==> src/rtl/gemm_pkg.sv <==
`default_nettype none
// ============================================================================
// Module      : gemm_pkg
// Description : Shared definitions for the sequenced GEMM engine. Holds the
//               default matrix geometry, the controller state encoding, the
//               accumulator-width rule and the packed-element index helper.
// Revision    : 1.0 - initial release
// ============================================================================
package gemm_pkg;

    localparam int DEF_N  = 2;   // matrix dimension
    localparam int DEF_W  = 8;   // element width
    localparam int DEF_SW = 8;   // alpha/beta width

    typedef enum logic [1:0] {
        IDLE = 2'd0,
        RUN  = 2'd1,
        DONE = 2'd2
    } state_t;

    // Worst case per element is N * (alpha*a*b + beta*c*d): two W*W*SW
    // products add one bit, the N-term sum adds clog2(N) more.
    function automatic int acc_w(input int w, input int sw, input int n);
        return 2 * w + sw + 1 + $clog2(n);
    endfunction

    // LSB position of element [row][col]; element [0][0] sits in the MSBs.
    function automatic int elem_lsb(input int n, input int w,
                                    input int row, input int col);
        return (n * n - 1 - (row * n + col)) * w;
    endfunction

endpackage
`default_nettype wire

==> src/rtl/gemm_mac.sv <==
`default_nettype none
// ============================================================================
// Module      : gemm_mac
// Description : Combinational multiply-accumulate step of the GEMM engine:
//               acc_o = acc_i + alpha*a*b + beta*c*d, all unsigned, ACC_W wide.
// Ports       : alpha_i, beta_i  - per-job scalars (SW bits)
//               a_i, b_i, c_i, d_i - operand elements for this (i,j,k) term
//               acc_i             - running accumulator
//               acc_o             - updated accumulator
// Revision    : 1.0 - initial release
// ============================================================================
module gemm_mac
    import gemm_pkg::*;
#(
    parameter int W     = DEF_W,
    parameter int SW    = DEF_SW,
    parameter int ACC_W = acc_w(DEF_W, DEF_SW, DEF_N)
) (
    input  logic [SW-1:0]    alpha_i,
    input  logic [SW-1:0]    beta_i,
    input  logic [W-1:0]     a_i,
    input  logic [W-1:0]     b_i,
    input  logic [W-1:0]     c_i,
    input  logic [W-1:0]     d_i,
    input  logic [ACC_W-1:0] acc_i,
    output logic [ACC_W-1:0] acc_o
);

    logic [ACC_W-1:0] w_ab;
    logic [ACC_W-1:0] w_cd;

    // Operands are widened first so no product is truncated.
    assign w_ab  = ACC_W'(alpha_i) * ACC_W'(a_i) * ACC_W'(b_i);
    assign w_cd  = ACC_W'(beta_i)  * ACC_W'(c_i) * ACC_W'(d_i);
    assign acc_o = acc_i + w_ab + w_cd;

endmodule
`default_nettype wire

==> src/rtl/gemm_ctrl.sv <==
`default_nettype none
// ============================================================================
// Module      : gemm_ctrl
// Description : Sequenced GEMM engine, Cout = alpha*(AxB) + beta*(CxD) over
//               packed NxN unsigned matrices, one (i,j,k) term per clock on a
//               single shared MAC. Operands are captured with start; the
//               result is collected in a shadow and published to Cout in the
//               same cycle that done pulses.
// Ports       : clk, rst_n (async, active low)
//               start, alpha, beta, A, B, C, D - job request and operands
//               busy  - job in flight (RUN or DONE)
//               done  - one-cycle pulse, Cout updated in this cycle
//               Cout  - registered packed result
// Config      : GEMM_CTRL_SAT_EN - clamp each element to 2^W-1 instead of
//               keeping the low W bits of the accumulator.
// Revision    : 1.0 - initial release
// ============================================================================
module gemm_ctrl
    import gemm_pkg::*;
#(
    parameter int N  = DEF_N,
    parameter int W  = DEF_W,
    parameter int SW = DEF_SW
) (
    input  logic              clk,
    input  logic              rst_n,
    input  logic              start,
    input  logic [SW-1:0]     alpha,
    input  logic [SW-1:0]     beta,
    input  logic [N*N*W-1:0]  A,
    input  logic [N*N*W-1:0]  B,
    input  logic [N*N*W-1:0]  C,
    input  logic [N*N*W-1:0]  D,
    output logic              busy,
    output logic              done,
    output logic [N*N*W-1:0]  Cout
);

    localparam int             ACC_W = acc_w(W, SW, N);
    localparam int             MW    = N * N * W;
    localparam int             IW    = (N > 1) ? $clog2(N) : 1;
    localparam logic [IW-1:0]  LAST  = IW'(N - 1);

    state_t            state_q, state_d;
    logic [IW-1:0]     i_q, i_d, j_q, j_d, k_q, k_d;
    logic [ACC_W-1:0]  acc_q, acc_d;
    logic [SW-1:0]     alpha_q, alpha_d, beta_q, beta_d;
    logic [MW-1:0]     a_q, a_d, b_q, b_d, c_q, c_d, d_q, d_d;
    logic [W-1:0]      shadow_q [N][N];
    logic [W-1:0]      shadow_d [N][N];
    logic [MW-1:0]     cout_q, cout_d;
    logic              done_q, done_d;

    logic [W-1:0]      w_a_m [N][N];
    logic [W-1:0]      w_b_m [N][N];
    logic [W-1:0]      w_c_m [N][N];
    logic [W-1:0]      w_d_m [N][N];
    logic [ACC_W-1:0]  w_acc_next;
    logic [W-1:0]      w_red;
    logic              w_k_last;
    logic              w_last_step;
    logic [MW-1:0]     w_shadow_pk;

    // Unpack captured operands and repack the next shadow at fixed positions.
    genvar r, c;
    generate
        for (r = 0; r < N; r++) begin : g_row
            for (c = 0; c < N; c++) begin : g_col
                assign w_a_m[r][c] = a_q[elem_lsb(N, W, r, c) +: W];
                assign w_b_m[r][c] = b_q[elem_lsb(N, W, r, c) +: W];
                assign w_c_m[r][c] = c_q[elem_lsb(N, W, r, c) +: W];
                assign w_d_m[r][c] = d_q[elem_lsb(N, W, r, c) +: W];
                assign w_shadow_pk[elem_lsb(N, W, r, c) +: W] = shadow_d[r][c];
            end
        end
    endgenerate

    gemm_mac #(
        .W     (W),
        .SW    (SW),
        .ACC_W (ACC_W)
    ) u_mac (
        .alpha_i (alpha_q),
        .beta_i  (beta_q),
        .a_i     (w_a_m[i_q][k_q]),
        .b_i     (w_b_m[k_q][j_q]),
        .c_i     (w_c_m[i_q][k_q]),
        .d_i     (w_d_m[k_q][j_q]),
        .acc_i   (acc_q),
        .acc_o   (w_acc_next)
    );

`ifdef GEMM_CTRL_SAT_EN
    assign w_red = (|w_acc_next[ACC_W-1:W]) ? {W{1'b1}} : w_acc_next[W-1:0];
`else
    assign w_red = w_acc_next[W-1:0];
`endif

    assign w_k_last    = (state_q == RUN) && (k_q == LAST);
    assign w_last_step = w_k_last && (j_q == LAST) && (i_q == LAST);

    // Shadow gets the reduced dot product when the k loop closes.
    always_comb begin
        shadow_d = shadow_q;
        if (w_k_last) begin
            shadow_d[i_q][j_q] = w_red;
        end
    end

    // Next-state and datapath control.
    always_comb begin
        state_d = state_q;
        i_d     = i_q;
        j_d     = j_q;
        k_d     = k_q;
        acc_d   = acc_q;
        alpha_d = alpha_q;
        beta_d  = beta_q;
        a_d     = a_q;
        b_d     = b_q;
        c_d     = c_q;
        d_d     = d_q;
        cout_d  = cout_q;
        done_d  = 1'b0;

        case (state_q)
            IDLE: begin
                if (start) begin
                    alpha_d = alpha;
                    beta_d  = beta;
                    a_d     = A;
                    b_d     = B;
                    c_d     = C;
                    d_d     = D;
                    i_d     = '0;
                    j_d     = '0;
                    k_d     = '0;
                    acc_d   = '0;
                    state_d = RUN;
                end
            end
            RUN: begin
                acc_d = w_acc_next;
                k_d   = k_q + IW'(1);
                if (w_k_last) begin
                    acc_d = '0;
                    k_d   = '0;
                    if (j_q == LAST) begin
                        j_d = '0;
                        i_d = (i_q == LAST) ? '0 : i_q + IW'(1);
                    end else begin
                        j_d = j_q + IW'(1);
                    end
                end
                // Publishing on entry to DONE makes done and the new Cout
                // visible together during the DONE cycle.
                if (w_last_step) begin
                    cout_d  = w_shadow_pk;
                    done_d  = 1'b1;
                    state_d = DONE;
                end
            end
            DONE: begin
                state_d = IDLE;
            end
            default: begin
                state_d = IDLE;
            end
        endcase
    end

    always_ff @(posedge clk or negedge rst_n) begin
        if (!rst_n) begin
            state_q <= IDLE;
            i_q     <= '0;
            j_q     <= '0;
            k_q     <= '0;
            acc_q   <= '0;
            alpha_q <= '0;
            beta_q  <= '0;
            a_q     <= '0;
            b_q     <= '0;
            c_q     <= '0;
            d_q     <= '0;
            cout_q  <= '0;
            done_q  <= 1'b0;
            for (int rr = 0; rr < N; rr++) begin
                for (int cc = 0; cc < N; cc++) begin
                    shadow_q[rr][cc] <= '0;
                end
            end
        end else begin
            state_q  <= state_d;
            i_q      <= i_d;
            j_q      <= j_d;
            k_q      <= k_d;
            acc_q    <= acc_d;
            alpha_q  <= alpha_d;
            beta_q   <= beta_d;
            a_q      <= a_d;
            b_q      <= b_d;
            c_q      <= c_d;
            d_q      <= d_d;
            cout_q   <= cout_d;
            done_q   <= done_d;
            shadow_q <= shadow_d;
        end
    end

    assign busy = (state_q != IDLE);
    assign done = done_q;
    assign Cout = cout_q;

endmodule
`default_nettype wire

==> config.mk <==
export PLATFORM = sky130hd
export DESIGN_NAME = gemm_ctrl
export DESIGN_NICKNAME = d
export VERILOG_FILES = /design/src/rtl/gemm_pkg.sv /design/src/rtl/gemm_mac.sv /design/src/rtl/gemm_ctrl.sv
export SDC_FILE = /design/constraint.sdc
export NUM_CORES = 1
export LEC_CHECK = 0
export ABC_AREA = 1
export CORE_MARGIN = 2
export CORE_UTILIZATION = 45
export DETAILED_ROUTE_END_ITERATION = 8
export HOLD_SLACK_MARGIN = 0.1
export PLACE_DENSITY_LB_ADDON = 0.25
export SYNTH_ARGS = -nofsm -noshare
export SYNTH_HDL_FRONTEND = slang
export SYNTH_HIERARCHICAL = 1
export SYNTH_SLANG_ARGS = --single-unit
==> constraint.sdc <==
create_clock -name clk -period 10 [get_ports clk]
set_input_delay 2 -clock clk [delete_from_list [all_inputs] [get_ports clk]]
set_output_delay 2 -clock clk [all_outputs]
set_load 0.01 [all_outputs]
Yosys cells after proc, flatten, opt, wreduce, memory -nomap -nowiden
Index checks and enable logic that the tools add are counted.
{"block": "op_classes", "addsub": 5, "multipliers": 4, "n_lt_le_gt_ge": 5, "eq_ne": 5, "n_mux": 48, "bitwise": 3, "reduce_logical": 14}
{"cell": "$mux W16", "n": 13}
{"cell": "$mux W8", "n": 13}
{"cell": "$add A26 B24 Y26", "n": 2}
{"cell": "$mux W26", "n": 2}
{"cell": "$pmux W26 S2", "n": 1}
{"cell": "$mul A16 B8 Y24", "n": 2}
{"cell": "$bwmux W32", "n": 1}
{"cell": "$mul A8 B8 Y16", "n": 2}
{"cell": "$mux W32", "n": 1}
{"cell": "$demux W16 S1", "n": 1}
{"cell": "$mux W1", "n": 9}
{"cell": "$demux W8 S1", "n": 1}
{"cell": "$ne A2 B2 Y1 const B", "n": 4}
{"cell": "$reduce_and A2 Y1", "n": 4}
{"cell": "$ge A2 B2 Y1 const B", "n": 3}
{"cell": "$not A1 Y2", "n": 3}
{"cell": "$pmux W1 S2", "n": 3}
{"cell": "$logic_and A1 B1 Y1", "n": 5}
{"cell": "$lt A2 B1 Y1 const B", "n": 2}
{"cell": "$mux W2", "n": 2}
{"cell": "$pmux W2 S2", "n": 1}
{"cell": "$reduce_and A4 Y1", "n": 1}
{"cell": "$reduce_bool A2 Y1", "n": 2}
{"cell": "$add A1 B1 Y1 const B", "n": 3}
{"cell": "3 further kinds", "n": 3}
{"block": "word_totals", "regBits": 240, "input_bits": 147, "wordCells": 101}

Logic depth before layout (Yosys ltp)
Gate-level depths: netlist (run 1).
{"block": "depth", "depth_word": 13, "ltp_mapped": 41, "depth_no_buf": 38}

Modules after synthesis
Netlist (run 1), hierarchy kept.
{"mod": "gemm_mac", "instances": 1, "cells_per_inst": 1985, "area_each_um2": 14137.3, "seq_area_each_um2": 0.0}
{"mod": "gemm_ctrl", "instances": 1, "cells_per_inst": 1179, "area_each_um2": 9983.3, "seq_area_each_um2": 5805.6}

Worst setup path after synthesis (run 1)
OpenSTA, ideal clock, no wires.
{"block": "synth_path", "kind": "register to register", "start": "register i_q", "end": "register acc_q[18]", "arrival_ps": 8907, "path_slack_ps": 975, "stages_incl_launch_ff": 42, "path_buffers": 3, "path_cell_list": "dfrtp_1 > buf_2 > nor2_4 > clkbuf_1 > a22oi_1 > o21ai_0 > clkbuf_1 > nand2_1 > fa_1 > fa_1 > fa_1 > fa_1 > inv_1 > ha_1 > nand2_1 > nor2_1 > nand2_1 > nand3_1 > (+6 left out) > fa_1 > inv_1 > fa_1 > fa_1 > inv_1 > fa_1 > inv_1 > ha_1 > nand2_1 > inv_1 > a21oi_1 > nor2_1 > nor2_1 > nand2_1 > nand2_1 > nand2_1 > nand3_1 > nand2_1"}
{"block": "synth_between", "elab_chain_cells": 13}
{"item": "start, declared", "line": "gemm_ctrl.sv:45", "rtl": "logic [IW-1:0] i_q, i_d, j_q, j_d, k_q, k_d;"}
{"item": "start signal, assigned", "line": "gemm_ctrl.sv:194", "rtl": "i_q <= i_d;"}
{"item": "$not A1 Y2 (not written as such) (*)", "line": "gemm_ctrl.sv:85, gemm_ctrl.sv:87"}
{"item": "$mux W16 (not written as such) (3 in series)", "line": "gemm_ctrl.sv:85", "rtl": ".a_i (w_a_m[i_q][k_q]),"}
{"item": "$mux W8 (not written as such) (3 in series)", "line": "gemm_ctrl.sv:85"}
{"item": "$mul A8 B8 Y16", "line": "gemm_mac.sv:33", "rtl": "assign w_ab = ACC_W'(alpha_i) * ACC_W'(a_i) * ACC_W'(b_i);"}
{"item": "$mul A16 B8 Y24", "line": "gemm_mac.sv:33"}
{"item": "$add A26 B24 Y26", "line": "gemm_mac.sv:35", "rtl": "assign acc_o = acc_i + w_ab + w_cd;"}
{"item": "$add A26 B24 Y26 (*)", "line": "gemm_mac.sv:35"}
{"item": "via w_acc_next[18]", "line": "gemm_ctrl.sv:58", "rtl": "logic [ACC_W-1:0] w_acc_next;"}
{"item": "$mux W26 (*)", "line": "gemm_ctrl.sv:145", "rtl": "if (w_k_last) begin"}
{"item": "$pmux W26 S2 (*)", "line": "gemm_ctrl.sv:126", "rtl": "case (state_q)"}
{"item": "end signal, assigned", "line": "gemm_ctrl.sv:178", "rtl": "acc_q <= '0;"}
{"item": "end signal, assigned", "line": "gemm_ctrl.sv:197", "rtl": "acc_q <= acc_d;"}
{"item": "end, declared", "line": "gemm_ctrl.sv:46", "rtl": "logic [ACC_W-1:0] acc_q, acc_d;"}
The timed path passes the listed nets; every way through them passes the cells marked *. The select of a mux whose other input is x is not followed.
A chain may end at the register's enable or synchronous reset.

==> results.ini, run 1 <==
[sta]
fin_skew_ns = 0.01249
hold_viol = 0
tns_ns = 0
slew_headroom_pct = 30.59
tightest_slew_ns = 1.030
report.final.slew_viol_count = 0
finalSetupViolCount = 0
min_period_over_period_pct = 90.74
rsz0062_at_grt = no
fmax_ghz = 0.1102
min_period_ns = 9.074

[clock_tree]
post-cts-setup-buffer-count = 0
cts.clk_slew.worst_paths_ns = 0.06
ctsHtreeMaxLevel = 1
clock_sinks = 214
cts-resized-gates = 0
cts_max_path_buffers = 3
cts_tree = built
cts_inserted_buffers = 25
clk_latency_ns = 0.53
cts_hold_buf = 0
clockRootBuffer = clkbuf_16

[hold_path]
min-delay-start = Cout[4]
holdPathEnd = Cout[4]
hold_class = reg2reg
hold_depth = 2

[die]
core_area_sq_um = 30350
initial_core_util_pct = 45.32
num_rows = 64
io_pins = 181
die_w_microns = 178.8
die_h_microns = 178.8
die_area_sq_um = 31980

[critical_path]
end_kind = flop
timing.rr.end = shadow_q[15]
slowest_stage = clkinv_1
critPathRequiredTime_ns = 10.42
r2r_start = i_q
rrSetupSlack_ns = 0.93
cp_common_cell = fa_1
cp_max_fo = 25
worst-r2r-cell-count = 32
critPathMaxStageDelay_ns = 0.65
crit_type = reg2reg
crit_arrival_ns = 9.49
crit_path_start_kind = flop

[finish]
drive_gt1_share_pct = 3.270
antenna_cells = 0
area_delta_synth_final_pct = 19.53
layout.nets = 2127
final_cell_mix = inv_1 (399), nand2_1 (397), o21ai_0 (215), dfrtp_1 (214), clkdlybuf4s50_1 (179)
final_common_cell = inv_1

[route]
first_iter_violations = 750
dr_wl_met3_microns = 1650
wl_met1_microns = 14440
drtPass1Iterations = 5
wirelength_microns = 32270
wl_per_cell_microns = 14.46
drcViolationCount = 0
vias_per_cell = 4.758
vias = 10620
postRouteAntennaNets = 0
top_layer = met4
met2WireLength_microns = 15210

[global_route]
grt_antenna_before_repair = 0
grt_usage_pct = 21.21
grt_pass1_vias = 10740
grt_start_max_net_pins = 251
grt_first_pass_wirelength_microns = 53800
grt_overflow = 0

[placed_design]
io_buffers = 180
dp_hpwl_microns = 24060
gp_congestion = 0.8882

[synthesis]
synth_area_sq_um = 13750
yosysWarnings = 6
synth_nets = 2032
synth_cells = 1724
syn_area_per_cell_sq_um = 7.978

[flow_run]
drv_cap = 0

[run_status]
outcome = complete, no violations

==> state kept, by name (all words and copies together), names as in the netlist <==
register  cells
j_q           1
b_q          32
c_q          32
k_q           1
state_q       2
a_q          32
alpha_q       8
Cout         32
acc_q         8
d_q          32
i_q           1
done          1
beta_q        8
shadow_q     24
==> worst max-delay path by stage <==
stage	from	endpoint	slack, ns	cells past startpoint
floorplan	i_q	shadow_q[31]	2.10	37
global placement	i_q	shadow_q[15]	1.15	38
detailed placement	i_q	shadow_q[15]	1.04	38
CTS	i_q	shadow_q[15]	0.99	30
global route	i_q	Cout[15]	0.34	39
finish	i_q	shadow_q[15]	0.93	32
==> routing by layer <==
metal	track usage [%]	up-vias
met3	2.693	53
met1	29.39	4994
li1	-	5277
met5	0	-
met4	6.707	0
met2	34.71	291
==> area by class of cell <==
type	instances	area [sq um]
flip-flops and latches	214	5355
clock buffers	33	665.6
clock inverters	10	137.6
multi-input cells	982	6376
fillers	2801	13910
well taps	396	495.5
inverters	408	1531
repair buffers	188	1879
==> metrics by stage <==
step / utilization [%] / hold slack (ns) / worst slack [ns] / instance area (sq um) / std cells
2_1_floorplan: - / 0.4478 / 2.102 / 13750 / 1724
3_3_place_gp: 51.53 / 0.4586 / 1.148 / 15640 / 2188
3_5_place_dp: 51.53 / 0.4648 / 1.040 / 15640 / 2188
4_1_cts: 54.17 / 0.4801 / 0.9922 / 16440 / 2231
5_1_grt: 54.17 / 0.4987 / 0.3352 / 16440 / 2231
6_report: 54.17 / 0.4757 / 0.9262 / 16440 / 2231
==> critical path, delay by kind of cell, from the launching register on <==
family,cells,cell delay (ns)
fa+ha+maj,12,5.29
buf+inv,8,1.27
simple gates,8,0.97
compound gates,2,0.69
xor+xnor,2,0.41
flops,1,0.36
Power of run 1 is not shown: default switching activity piles up to over one toggle a cycle in this logic, so the estimate is an artifact.
==> run 2: changes to the inputs <==
SLEW_MARGIN = 30   (was not set)
==> results.ini, run 2 (synthesis gave the netlist of run 1 again) <==
[run_status]
outcome = complete, no violations

[finish]
final_cell_mix = inv_1 (399), nand2_1 (397), dfrtp_1 (214), o21ai_0 (213), clkdlybuf4s50_1 (179)
layout.nets = 2127
regArea_sq_um = 5355
multiInputGateArea_sq_um = 6376
nFillCells = 2802
final_common_cell = inv_1
area_delta_synth_final_pct = 19.59
drive_gt1_share_pct = 3.270
antenna_cells = 0

[placed_design]
dp_hpwl_microns = 24060
io_buffers = 180
gp_congestion = 0.8882
place_ws_ns = 1.040

[sta]
slew_headroom_pct = 37.18
min_period_ns = 9.007
fin_skew_ns = 0.01091
min_period_over_period_pct = 90.07
fmax_ghz = 0.1110
tns_ns = 0
finalSetupViolCount = 0
tightest_slew_ns = 0.9423
rsz0062_at_grt = no
hold_viol = 0
setup_ws_ns = 0.9929
report.final.slew_viol_count = 0

[global_route]
grt_overflow = 0
grt_antenna_before_repair = 0
grt_start_max_net_pins = 251
grt_first_pass_wirelength_microns = 53800
grt_usage_pct = 21.21
grt_pass1_vias = 10740

[route]
wirelength_microns = 32270
vias = 10580
drcViolationCount = 0
drtPass1Iterations = 5
vias_per_cell = 4.742
postRouteAntennaNets = 0
first_iter_violations = 778
wl_per_cell_microns = 14.46

[clock_tree]
clock_sinks = 214
cts_hold_buf = 0
clockRootBuffer = clkbuf_16
cts.clk_slew.worst_paths_ns = 0.06
cts_inserted_buffers = 25
ctsHtreeMaxLevel = 1
cts_tree = built
cts_max_path_buffers = 3
clk_latency_ns = 0.53
cts-resized-gates = 0
post-cts-setup-buffer-count = 0

[flow_run]
drv_cap = 0

[hold_path]
hold_class = reg2reg
holdPathEnd = Cout[4]
hold_depth = 2
min-delay-start = Cout[4]

[die]
core_area_sq_um = 30350
die_area_sq_um = 31980
initial_core_util_pct = 45.32
num_rows = 64
die_h_microns = 178.8
io_pins = 181
die_w_microns = 178.8

[critical_path]
r2r_start = i_q
end_kind = flop
crit_type = reg2reg
slowest_stage = clkinv_1
critPathMaxStageDelay_ns = 0.64
worst-r2r-cell-count = 32
crit_path_start_kind = flop
crit_arrival_ns = 9.42
timing.rr.end = shadow_q[31]
cp_max_fo = 25
critPathRequiredTime_ns = 10.42
cp_common_cell = fa_1
rrSetupSlack_ns = 0.99

[run 2: cell counts in the layout (fill, tap and decap cells not counted)]
No cell type changed its count.
[run 2: per-layer routing]
metal  track usage [%]  wire length, microns
met5                 0                     0
met1             29.39                 14570
met2             34.71                 15150
met4             6.707                   985
met3             2.693                  1558
[run 2: worst max-delay path, delay by kind of cell, from the launching register on]
| kind | cells | cell delay (ns) |
|---|---|---|
| adders and majority gates | 12 | 5.29 |
| buffers and inverters | 8 | 1.26 |
| and+or+nand+nor | 8 | 0.93 |
| AOI/OAI and AO/OA | 2 | 0.66 |
| xor gates and xnor gates | 2 | 0.41 |
| DFF | 1 | 0.36 |
[run 2: worst max path at each step]
stage               from            to  cells past startpoint
floorplan            i_q  shadow_q[31]                     37
global placement     i_q  shadow_q[15]                     38
detailed placement   i_q  shadow_q[15]                     38
CTS                  i_q  shadow_q[15]                     30
global route         i_q      Cout[15]                     39
finish               i_q  shadow_q[31]                     32
[run 2: area by class of cell]
cell class / count / area share [%]
multi-input combinational: 982 / 38.76
clock buffer: 33 / 4.047
sequential: 214 / 32.56
inverter: 408 / 9.311
clock inverter: 10 / 0.8368
tap: 396 / 3.012
timing repair buffer: 188 / 11.47
[run 2: through the flow]
stage	std cells	hold slack (ns)	utilization (%)	cell area, sq um
2_1_floorplan	1724	0.4478	-	13750
3_5_place_dp	2188	0.4648	51.53	15640
5_1_grt	2231	0.4987	54.20	16450
6_report	2231	0.4757	54.20	16450
3_3_place_gp	2188	0.4586	51.53	15640
4_1_cts	2231	0.4801	54.17	16440
Power of run 2 is left out for the same reason.
